### src/rtl/instr_mem_ctrl_pkg.sv
// Shared constants and types for the instruction memory slice.
// Imported by the interface, the RAM and the controller.
package rv_mem_pkg;

   localparam logic [31:0] NOP_INSTR = 32'h0000_0013;
   localparam int          BE_W      = 4;

   typedef logic [0:0] state_t;

   localparam state_t ST_INIT  = 1'b0;
   localparam state_t ST_READY = 1'b1;

endpackage

### src/rtl/instr_mem_ctrl_if.sv
// Fetch, result and load-port bundle between core, loader and imem.
// The master side is the core/loader; the slave side is the memory.
interface instr_mem_ctrl_if #(
   parameter int ADDR_W = 32,
   parameter int LA_W   = 6
);
   import rv_mem_pkg::*;

   logic              fetch_req;
   logic [ADDR_W-1:0] fetch_addr;
   logic              fetch_ready;
   logic              instr_valid;
   logic [31:0]       instr_data;
   logic              instr_fault;
   logic              out_ready;
   logic              load_we;
   logic [LA_W-1:0]   load_addr;
   logic [31:0]       load_data;
   logic [BE_W-1:0]   load_be;
   logic              busy;

   modport master (
      output fetch_req, fetch_addr, out_ready,
      output load_we, load_addr, load_data, load_be,
      input  fetch_ready, instr_valid, instr_data,
      input  instr_fault, busy
   );

   modport slave (
      input  fetch_req, fetch_addr, out_ready,
      input  load_we, load_addr, load_data, load_be,
      output fetch_ready, instr_valid, instr_data,
      output instr_fault, busy
   );

endinterface

### src/rtl/instr_mem_array.sv
// Single-port word RAM: byte-enable write, combinational read.
// Read and write share one address; the controller arbitrates.
module instr_mem_array
   import rv_mem_pkg::*;
#(
   parameter int DEPTH_WORDS = 64,
   parameter int AW          = $clog2(DEPTH_WORDS)
) (
   input  logic            clk,
   input  logic            we,
   input  logic [AW-1:0]   addr,
   input  logic [31:0]     wdata,
   input  logic [BE_W-1:0] be,
   output logic [31:0]     rdata
);

   logic [31:0] mem [DEPTH_WORDS];

   always_ff @(posedge clk) begin
      if (we) begin
         for (int i = 0; i < BE_W; i++) begin
            if (be[i]) mem[addr][8*i +: 8] <= wdata[8*i +: 8];
         end
      end
   end

   assign rdata = mem[addr];

endmodule

### src/rtl/instr_mem_ctrl.sv
// Instruction memory controller: reset sweep, load/fetch arbitration
// and a one-entry result register toward decode.
module instr_mem_ctrl
   import rv_mem_pkg::*;
#(
   parameter int          DEPTH_WORDS = 64,
   parameter int          ADDR_W      = 32,
   parameter int          INIT_CLEAR  = 1,
   parameter logic [31:0] FILL_VALUE  = NOP_INSTR
) (
   input logic              clk,
   input logic              reset,
   instr_mem_ctrl_if.slave  bus
);

   localparam int AW = $clog2(DEPTH_WORDS);
   localparam logic [ADDR_W-1:0] LIMIT = ADDR_W'(4 * DEPTH_WORDS);

   state_t          state;
   logic [AW-1:0]   cnt;
   logic            valid_q;
   logic            fault_q;
   logic [31:0]     data_q;

   logic            in_init;
   logic            accept;
   logic            bad;
   logic            mem_we;
   logic [AW-1:0]   mem_addr;
   logic [31:0]     mem_wdata;
   logic [31:0]     mem_rdata;
   logic [BE_W-1:0] mem_be;

   assign in_init = (state == ST_INIT);

   assign bus.busy        = in_init;
   assign bus.fetch_ready = !in_init && !bus.load_we &&
                            (!valid_q || bus.out_ready);
   assign bus.instr_valid = valid_q;
   assign bus.instr_data  = data_q;
   assign bus.instr_fault = fault_q;

   assign accept = bus.fetch_req && bus.fetch_ready;

   // Full-width compare so high PCs never alias onto low words
   assign bad = (bus.fetch_addr[1:0] != 2'b00) ||
                (bus.fetch_addr >= LIMIT);

   always_comb begin
      mem_we    = 1'b0;
      mem_addr  = bus.fetch_addr[AW+1:2];
      mem_wdata = bus.load_data;
      mem_be    = bus.load_be;
      if (in_init) begin
         mem_we    = 1'b1;
         mem_addr  = cnt;
         mem_wdata = FILL_VALUE;
         mem_be    = '1;
      end else if (bus.load_we) begin
         mem_we   = 1'b1;
         mem_addr = bus.load_addr;
      end
   end

   instr_mem_array #(
      .DEPTH_WORDS (DEPTH_WORDS),
      .AW          (AW)
   ) u_array (
      .clk   (clk),
      .we    (mem_we),
      .addr  (mem_addr),
      .wdata (mem_wdata),
      .be    (mem_be),
      .rdata (mem_rdata)
   );

   always_ff @(posedge clk) begin
      if (reset) begin
         state   <= (INIT_CLEAR != 0) ? ST_INIT : ST_READY;
         cnt     <= '0;
         valid_q <= 1'b0;
         fault_q <= 1'b0;
         data_q  <= '0;
      end else if (in_init) begin
         cnt <= cnt + 1'b1;
         if (cnt == AW'(DEPTH_WORDS - 1)) state <= ST_READY;
      end else if (accept) begin
         valid_q <= 1'b1;
         fault_q <= bad;
         data_q  <= bad ? FILL_VALUE : mem_rdata;
      end else if (bus.out_ready) begin
         valid_q <= 1'b0;
      end
   end

endmodule

### src/flat_wrapper.sv
// flat-port wrapper written by rule: the top's interface ports become plain ports
module instr_mem_ctrl_flat import rv_mem_pkg::*;
#(
   parameter int          DEPTH_WORDS = 64,
   parameter int          ADDR_W      = 32,
   parameter int          INIT_CLEAR  = 1,
   parameter logic [31:0] FILL_VALUE  = NOP_INSTR
)
  (clk, reset, bus_fetch_req, bus_fetch_addr, bus_out_ready, bus_load_we, bus_load_addr, bus_load_data, bus_load_be, bus_fetch_ready, bus_instr_valid, bus_instr_data, bus_instr_fault, bus_busy);
  instr_mem_ctrl_if #(.ADDR_W(ADDR_W), .LA_W((6))) bus_i ();
  input logic clk;
  input logic reset;
  input wire logic [$bits(bus_i.fetch_req)-1:0] bus_fetch_req;
  input wire logic [$bits(bus_i.fetch_addr)-1:0] bus_fetch_addr;
  input wire logic [$bits(bus_i.out_ready)-1:0] bus_out_ready;
  input wire logic [$bits(bus_i.load_we)-1:0] bus_load_we;
  input wire logic [$bits(bus_i.load_addr)-1:0] bus_load_addr;
  input wire logic [$bits(bus_i.load_data)-1:0] bus_load_data;
  input wire logic [$bits(bus_i.load_be)-1:0] bus_load_be;
  output wire logic [$bits(bus_i.fetch_ready)-1:0] bus_fetch_ready;
  output wire logic [$bits(bus_i.instr_valid)-1:0] bus_instr_valid;
  output wire logic [$bits(bus_i.instr_data)-1:0] bus_instr_data;
  output wire logic [$bits(bus_i.instr_fault)-1:0] bus_instr_fault;
  output wire logic [$bits(bus_i.busy)-1:0] bus_busy;
  assign bus_i.fetch_req = bus_fetch_req;
  assign bus_i.fetch_addr = bus_fetch_addr;
  assign bus_i.out_ready = bus_out_ready;
  assign bus_i.load_we = bus_load_we;
  assign bus_i.load_addr = bus_load_addr;
  assign bus_i.load_data = bus_load_data;
  assign bus_i.load_be = bus_load_be;
  assign bus_fetch_ready = bus_i.fetch_ready;
  assign bus_instr_valid = bus_i.instr_valid;
  assign bus_instr_data = bus_i.instr_data;
  assign bus_instr_fault = bus_i.instr_fault;
  assign bus_busy = bus_i.busy;
  instr_mem_ctrl #(.DEPTH_WORDS(DEPTH_WORDS), .ADDR_W(ADDR_W), .INIT_CLEAR(INIT_CLEAR), .FILL_VALUE(FILL_VALUE)) u_core (.clk(clk), .reset(reset), .bus(bus_i));
endmodule
### config.mk
export PLATFORM = sky130hd
export DESIGN_NAME = instr_mem_ctrl_flat
export DESIGN_NICKNAME = d
export VERILOG_FILES = /design/src/rtl/instr_mem_ctrl_pkg.sv /design/src/rtl/instr_mem_ctrl_if.sv /design/src/rtl/instr_mem_array.sv /design/src/rtl/instr_mem_ctrl.sv /design/src/flat_wrapper.sv
export SDC_FILE = /design/constraint.sdc
export NUM_CORES = 2
export LEC_CHECK = 0
export CELL_PAD_IN_SITES_DETAIL_PLACEMENT = 1
export CELL_PAD_IN_SITES_GLOBAL_PLACEMENT = 1
export CORE_MARGIN = 8
export CORE_UTILIZATION = 45
export CTS_CLUSTER_DIAMETER = 100
export DETAILED_ROUTE_END_ITERATION = 10
export DONT_BUFFER_PORTS = 1
export MAX_ROUTING_LAYER = met4
export PLACE_DENSITY_LB_ADDON = 0.1
export SETUP_SLACK_MARGIN = 0.02
export SYNTH_ARGS = -nofsm -noshare
export SYNTH_HDL_FRONTEND = slang
export SYNTH_SLANG_ARGS = --single-unit
### constraint.sdc
create_clock -name clk -period 6.4 [get_ports clk]
set_clock_uncertainty 0.2 [all_clocks]
set_input_delay 0.96 -clock clk [delete_from_list [all_inputs] [get_ports clk]]
set_output_delay 0.96 -clock clk [all_outputs]
set_load 0.01 [all_outputs]
======== Word-level counts from Yosys, hierarchy flattened ========
Memories as Yosys holds them, arrays and structs flattened.
Cells that the tools add are included.
word-level totals
  flip-flop bits (word level) ............. 41
  memory bits (writable) .................. 2048
  bits of input ports ..................... 79
  word-level logic and storage cells ...... 44
  memories kept ........................... 1
memory list
  name                depth  width  read ports  clocked after Yosys merged registers in  write ports  RTL line               source
  u_core.u_array.mem  64     32     1           0                                        1            instr_mem_array.sv:17  logic [31:0] mem [DEPTH_WORDS];
cells by class
  add/sub/neg operators ................... 1
  magnitude comparators ................... 1
  equal/unequal tests ..................... 1
  muxes and demuxes ....................... 23
  bitwise operators ....................... 1
  reduce and logical (&&, ||, !) cells .... 11
operator list
  operator               count
  $mux W32               2
  $ge A32 B9 Y1 const B  1
  $mux W1                18
  $mux W6                2
  $add A6 B1 Y6 const B  1
  $eq A6 B6 Y1 const B   1
  $mux W4                1
  $reduce_and A2 Y1      2
  $reduce_bool A2 Y1     2
  $logic_and A1 B1 Y1    3
  $logic_not A1 Y1       2
  $logic_or A1 B1 Y1     2
  $not A1 Y1             1

======== Depth between registers and ports, before layout ========
  word-level depth ........................ 6
  depth in mapped cells ................... 14
  mapped depth without buffers ............ 8

======== Cells and area by module ========
Synthesis repeated with hierarchy kept, for this count alone.
second synthesis, totals
  cell total of the unflattened synthesis .. 4861
  area total of the unflattened synthesis .. 80632.3 sq um
modules (own cells, without submodules)
  module           instances  cells each  area each (sq um)  sequential area each (sq um)
  instr_mem_array  1          4614        78407.7            61499.0
  instr_mem_ctrl   1          247         2224.6             820.8

======== Worst setup path before layout ========
OpenSTA, ideal clock, no wires.
  kind .................................... input to register
  start point ............................. input port bus_load_we
  end point ............................... memory u_core.u_array.mem[48][24], enable pin
  library setup time ...................... 370 ps
  data arrival time ....................... 3042 ps
  slack ................................... 2787 ps
  cell stages on the path ................. 8
  cells stage by stage .................... buf_6 > mux2i_1 > a21o_1 > clkbuf_1 > nor3_1 > clkbuf_1 > nand2_1 > nor2_1
on the way
  word-level cells in the longest chain between the ends .. 4
ends and longest elaborated chain
  item                           RTL line               source
  start, declared                flat_wrapper.sv:16     input wire logic [$bits(bus_i.load_we)-1:0] bus_load_we;
  $mux W1                        instr_mem_ctrl.sv:59   end else if (bus.load_we) begin
  $mux W1                        instr_mem_ctrl.sv:54   if (in_init) begin
  $mux W1                        instr_mem_array.sv:20  if (we) begin
  $mux W1 (not written as such)  instr_mem_array.sv:22  if (be[i]) mem[addr][8*i +: 8] <= wdata[8*i +: 8];
  end, declared                  instr_mem_array.sv:17
Several ways; a longest one is shown, not always the timed one.

======== Worst setup path in the final report ========
  start point ............................. register u_core.state
  end point ............................... memory u_core.u_array.mem[27][26], enable pin
on the way
  word-level cells in the longest chain between the ends .. 4
ends and longest elaborated chain
  item                           RTL line               source
  start, declared                instr_mem_ctrl.sv:19   state_t state;
  start signal, assigned         instr_mem_ctrl.sv:79   state <= (INIT_CLEAR != 0) ? ST_INIT : ST_READY;
  $mux W4                        instr_mem_ctrl.sv:54
  $mux W1                        instr_mem_array.sv:22
  $mux W1                        instr_mem_array.sv:20
  $mux W1 (not written as such)  instr_mem_array.sv:22
Several ways; a longest one is shown, not always the timed one.

==> results by group <==
Run status
  – Status: finished, final reports clean

Floorplan
  – Initial Utilization: 0.4530
  – Total core area: 178400 um^2
  – Row Count: 155
  – Die Area: 193400 um^2
  – Chip height: 439.8 um
  – Num ports: 115
  – Die width: 439.8 um

Logic synthesis
  – Synth warnings: 0
  – Syn Nets: 5100
  – #FFs+latches synth: 2089
  – Seq/Total Area, Yosys: 0.7711
  – Ys flop type: edfxtp_1
  – Simple-gate share of the synthesized area: 0.06402
  – Synth Area per Inst: 16.10 um^2
  – Synth Instances: 5020
  – Number of enable flip-flop cells after synthesis: 2048
  – Fraction of registers with async set or reset after synthesis: 0
  – Main combinational cell family by area after synthesis: compound AO/OA/AOI/OAI gates
  – Post-synthesis adder-cell area fraction: 0.0001548
  – Share of the synthesized area in the top cell type: 0.7610
  – Mapped Area: 80820 um^2
  – Largest cells by area after synthesis: edfxtp_1 (76%), mux4_2 (3.1%), nand2_1 (2.7%)
  – Xor-xnor portion of the synthesized cell area: 0.0004335
  – Netlist cell types: 76
  – Multiplexer share of the synthesized area: 0.04971
  – Synth Area in Compound Gates: 0.09250
  – Yosys top cell by area: edfxtp_1

Global route
  – Met3 Use GR: 0.05212
  – Global routing usage on met1: 0.4089
  – Vias in the first global route: 49.64k
  – GR Overflow Total: 0
  – Global Route met2 Usage: 0.4584
  – Largest net degree at the start of global routing: 84
  – Global route hottest layer: met2
  – Tot GR Track Use: 0.2991
  – Initial antenna violation count: 12
  – Global-route wire length before repair: 399400 um

Power and ir drop
  – Power per Cell Area: 322.1 nW/um^2
  – Int Pwr: 22.63 mW
  – Clk network pwr share: 0.426
  – Switch share: 0.2305
  – Comb power frac: 0.068
  – VDD IR max: 0.1956 mV
  – Flop pwr share: 0.506
  – Leakage Power: 30.10 nW
  – Net switching power: 6.781 mW

Worst setup path
  – Critical path startpoint category: flip-flop
  – CP dominant cell by count: nor2_1
  – Crit Path Class: reg -> reg
  – R2R Setup Slk: 1.02 ns
  – Arrival time worst endpoint: 5.66 ns
  – Worst endpoint required time: 6.69 ns
  – Max FO, Critical Path: 45
  – Crit path buffers/inverters: 0
  – CP Capture Type: flip-flop
  – CP delay by family, top: simple AND/OR/NAND/NOR gates
  – CP Cell Sequence: nor2_1, a21oi_4, nand2_4, nor2_1, nand2_1, nor2_1
  – CP max-delay cell: a21oi_4
  – Critical Path Max Stage Delay: 0.86 ns

Finish
  – Non-filler instance count after layout: 7675
  – Post-route core utilization: 0.5118
  – Area growth syn-to-layout: 12.99%
  – Layout cells sized above 1: 0.1477
  – Design Area, Final: 91320 um^2
  – NumNets Final: 5214

CTS
  – Sink Count: 2089
  – CTS tree: built
  – Root Buffer: clkbuf_16
  – H-tree lvl count: 4
  – Clk buf depth: 3
  – Worst-Skew Late Latency: 0.86 ns
  – Clock transition at path regs: 0.06 ns
  – CTS buffer count: 216

Place
  – Port bufs: 0
  – DP Wirelength: 173000 um
  – Placer Congestion: 0.8626
  – Placed cell count: 7270
  – Dpl ws: 0.8933 ns
  – Placement Cell Area: 84360 um^2

STA
  – Worst-margin pin slew: 1.174 ns
  – RSZ-0062 raised after global routing: false
  – Fmax: 0.1859 GHz
  – Final-report setup violation count: 0
  – Fin crit share: 0.8403
  – Setup_tns: 0 ns
  – Final Slew Violations: 0
  – Max-Slew Margin vs Limit: 0.1951
  – Final Hold Viols: 0
  – Minimum clock period: 5.378 ns
  – Final WS setup: 1.022 ns

Hold path
  – Hold Path Class: in -> reg

Detailed routing
  – Routed len/inst: 37.40 um
  – Antenna viol nets, final: 0
  – Iteration-0 DRC Markers: 6354
  – Final wirelength: 287100 um
  – Via count: 49.92k
  – # DRC: 0
  – Routed vias/inst: 6.504
  – First drt pass iteration count: 6

Run
  – Max-Cap Viols: 0
==> through the flow <==
stage	power, mW	hold WS, ns
final	29.42	0.09949
after global routing	30.04	0.08272
after detailed placement	17.14	0.3088
after floorplan	16.27	0.2695
after CTS	29.51	0.03846
after global placement	17.13	0.3136
==> flip-flops by register name (all words and copies together) (netlist names) <==
signal,count
u_core.u_array.mem,2048
u_core.bus.instr_data,32
u_core.cnt,6
u_core.bus.instr_fault,1
u_core.bus.instr_valid,1
u_core.state,1
==> per-layer routing <==
layer / routed length, um / share of wire
met4: 10590 / 0.037
met2: 133700 / 0.47
met3: 23790 / 0.083
met1: 119000 / 0.41
met5: 0 / 0
==> cell usage after synthesis (15+ instances only) <==
master and count:
a32oi_1 16, o22ai_1 277, a211oi_1 31, a31oi_1 45, nor4_1 22, buf_2 137, buf_1 38, mux4_2 112
edfxtp_1 2048, a2bb2oi_1 15, a211o_1 20, mux2i_1 76, a21oi_1 216, nand2_1 572, o41ai_1 15, o31ai_1 34
o211ai_1 56, nor2_1 356, o21ai_0 130, clkbuf_1 92, a21o_1 15, dfxtp_1 41, a22oi_1 32, nor3_1 58
buf_6 18, mux2_2 50, o2bb2ai_1 21, nand3_1 125, and3_1 17, buf_4 51, o221ai_1 78, and2_1 30
==> cell type report <==
type / instances / area [um^2]
well taps: 2355 / 2947
flip-flops and latches: 2089 / 62320
fillers: 16720 / 87100
clock inverters: 121 / 1125
repair buffers: 233 / 2002
clock buffers: 278 / 5807
multi-input cells: 2593 / 17100
diodes: 5 / 12.51
inverters: 1 / 3.754
==> cell usage in the layout (no fill, tap or decap), drive strengths merged, types with 16 or more instances in the layout <==
cell type,synthesis,layout
a32oi,16,16
bufinv,0,21
and3,17,17
nand3,127,127
clkbuf,92,278
nor4,22,22
mux2,50,50
o211ai,56,56
o21ai,135,135
a22oi,32,32
nor2,356,356
o2bb2ai,21,21
mux2i,77,77
o22ai,277,277
mux4,118,118
nor3,59,59
buf,245,232
and2,30,30
a21oi,219,219
dfxtp,41,41
o31ai,35,35
edfxtp,2048,2048
o221ai,78,78
nand2,573,573
a211oi,31,31
a31oi,45,45
a211o,20,20
clkinv,0,88
==> worst paths after layout <==
path	start	to	cells past startpoint
max reg2reg	u_core.state	u_core.u_array.mem[27][26]	6
min	reset	u_core.bus.instr_data[4]	2
max	u_core.state	u_core.u_array.mem[27][26]	6
min reg2reg	u_core.cnt[0]	u_core.cnt[0]	2
==> power groups by stage <==
stage	Sequential, mW	Combinational, mW	Clock (mW)
6_report	14.9	2.00	12.5
5_1_grt	14.9	2.06	13.1
4_1_cts	14.9	1.98	12.6
2_1_floorplan	15.2	1.11	0
3_3_place_gp	15.2	1.95	0
3_5_place_dp	15.2	1.97	0
==> worst reg2reg max path, cell delays in order (launching register included) <==
cell     delay [ns]
dfxtp_4        0.78
nor2_1         0.41
a21oi_4        0.86
nand2_4        0.47
nor2_1         0.79
nand2_1        0.69
nor2_1         0.82
==> what timing repair did <==
item	4_1_cts	5_1_grt
hold buffers	1	0
endpoints found under the hold margin	9	0
setup buffers	0	0
gates resized for setup	0	0
==> logic make-up (layout without fill, tap and decap cells) <==
logic type,after synthesis,count (layout)
AO/OA/AOI/OAI,1115,1115
XOR/XNOR,4,4
adder cells (fa/ha/maj),1,1
buffers and inverters,338,633
flip-flops,2089,2089
multiplexers,245,245
other,0,5
AND/OR/NAND/NOR,1228,1228
Power figures use the tool's default switching activity.
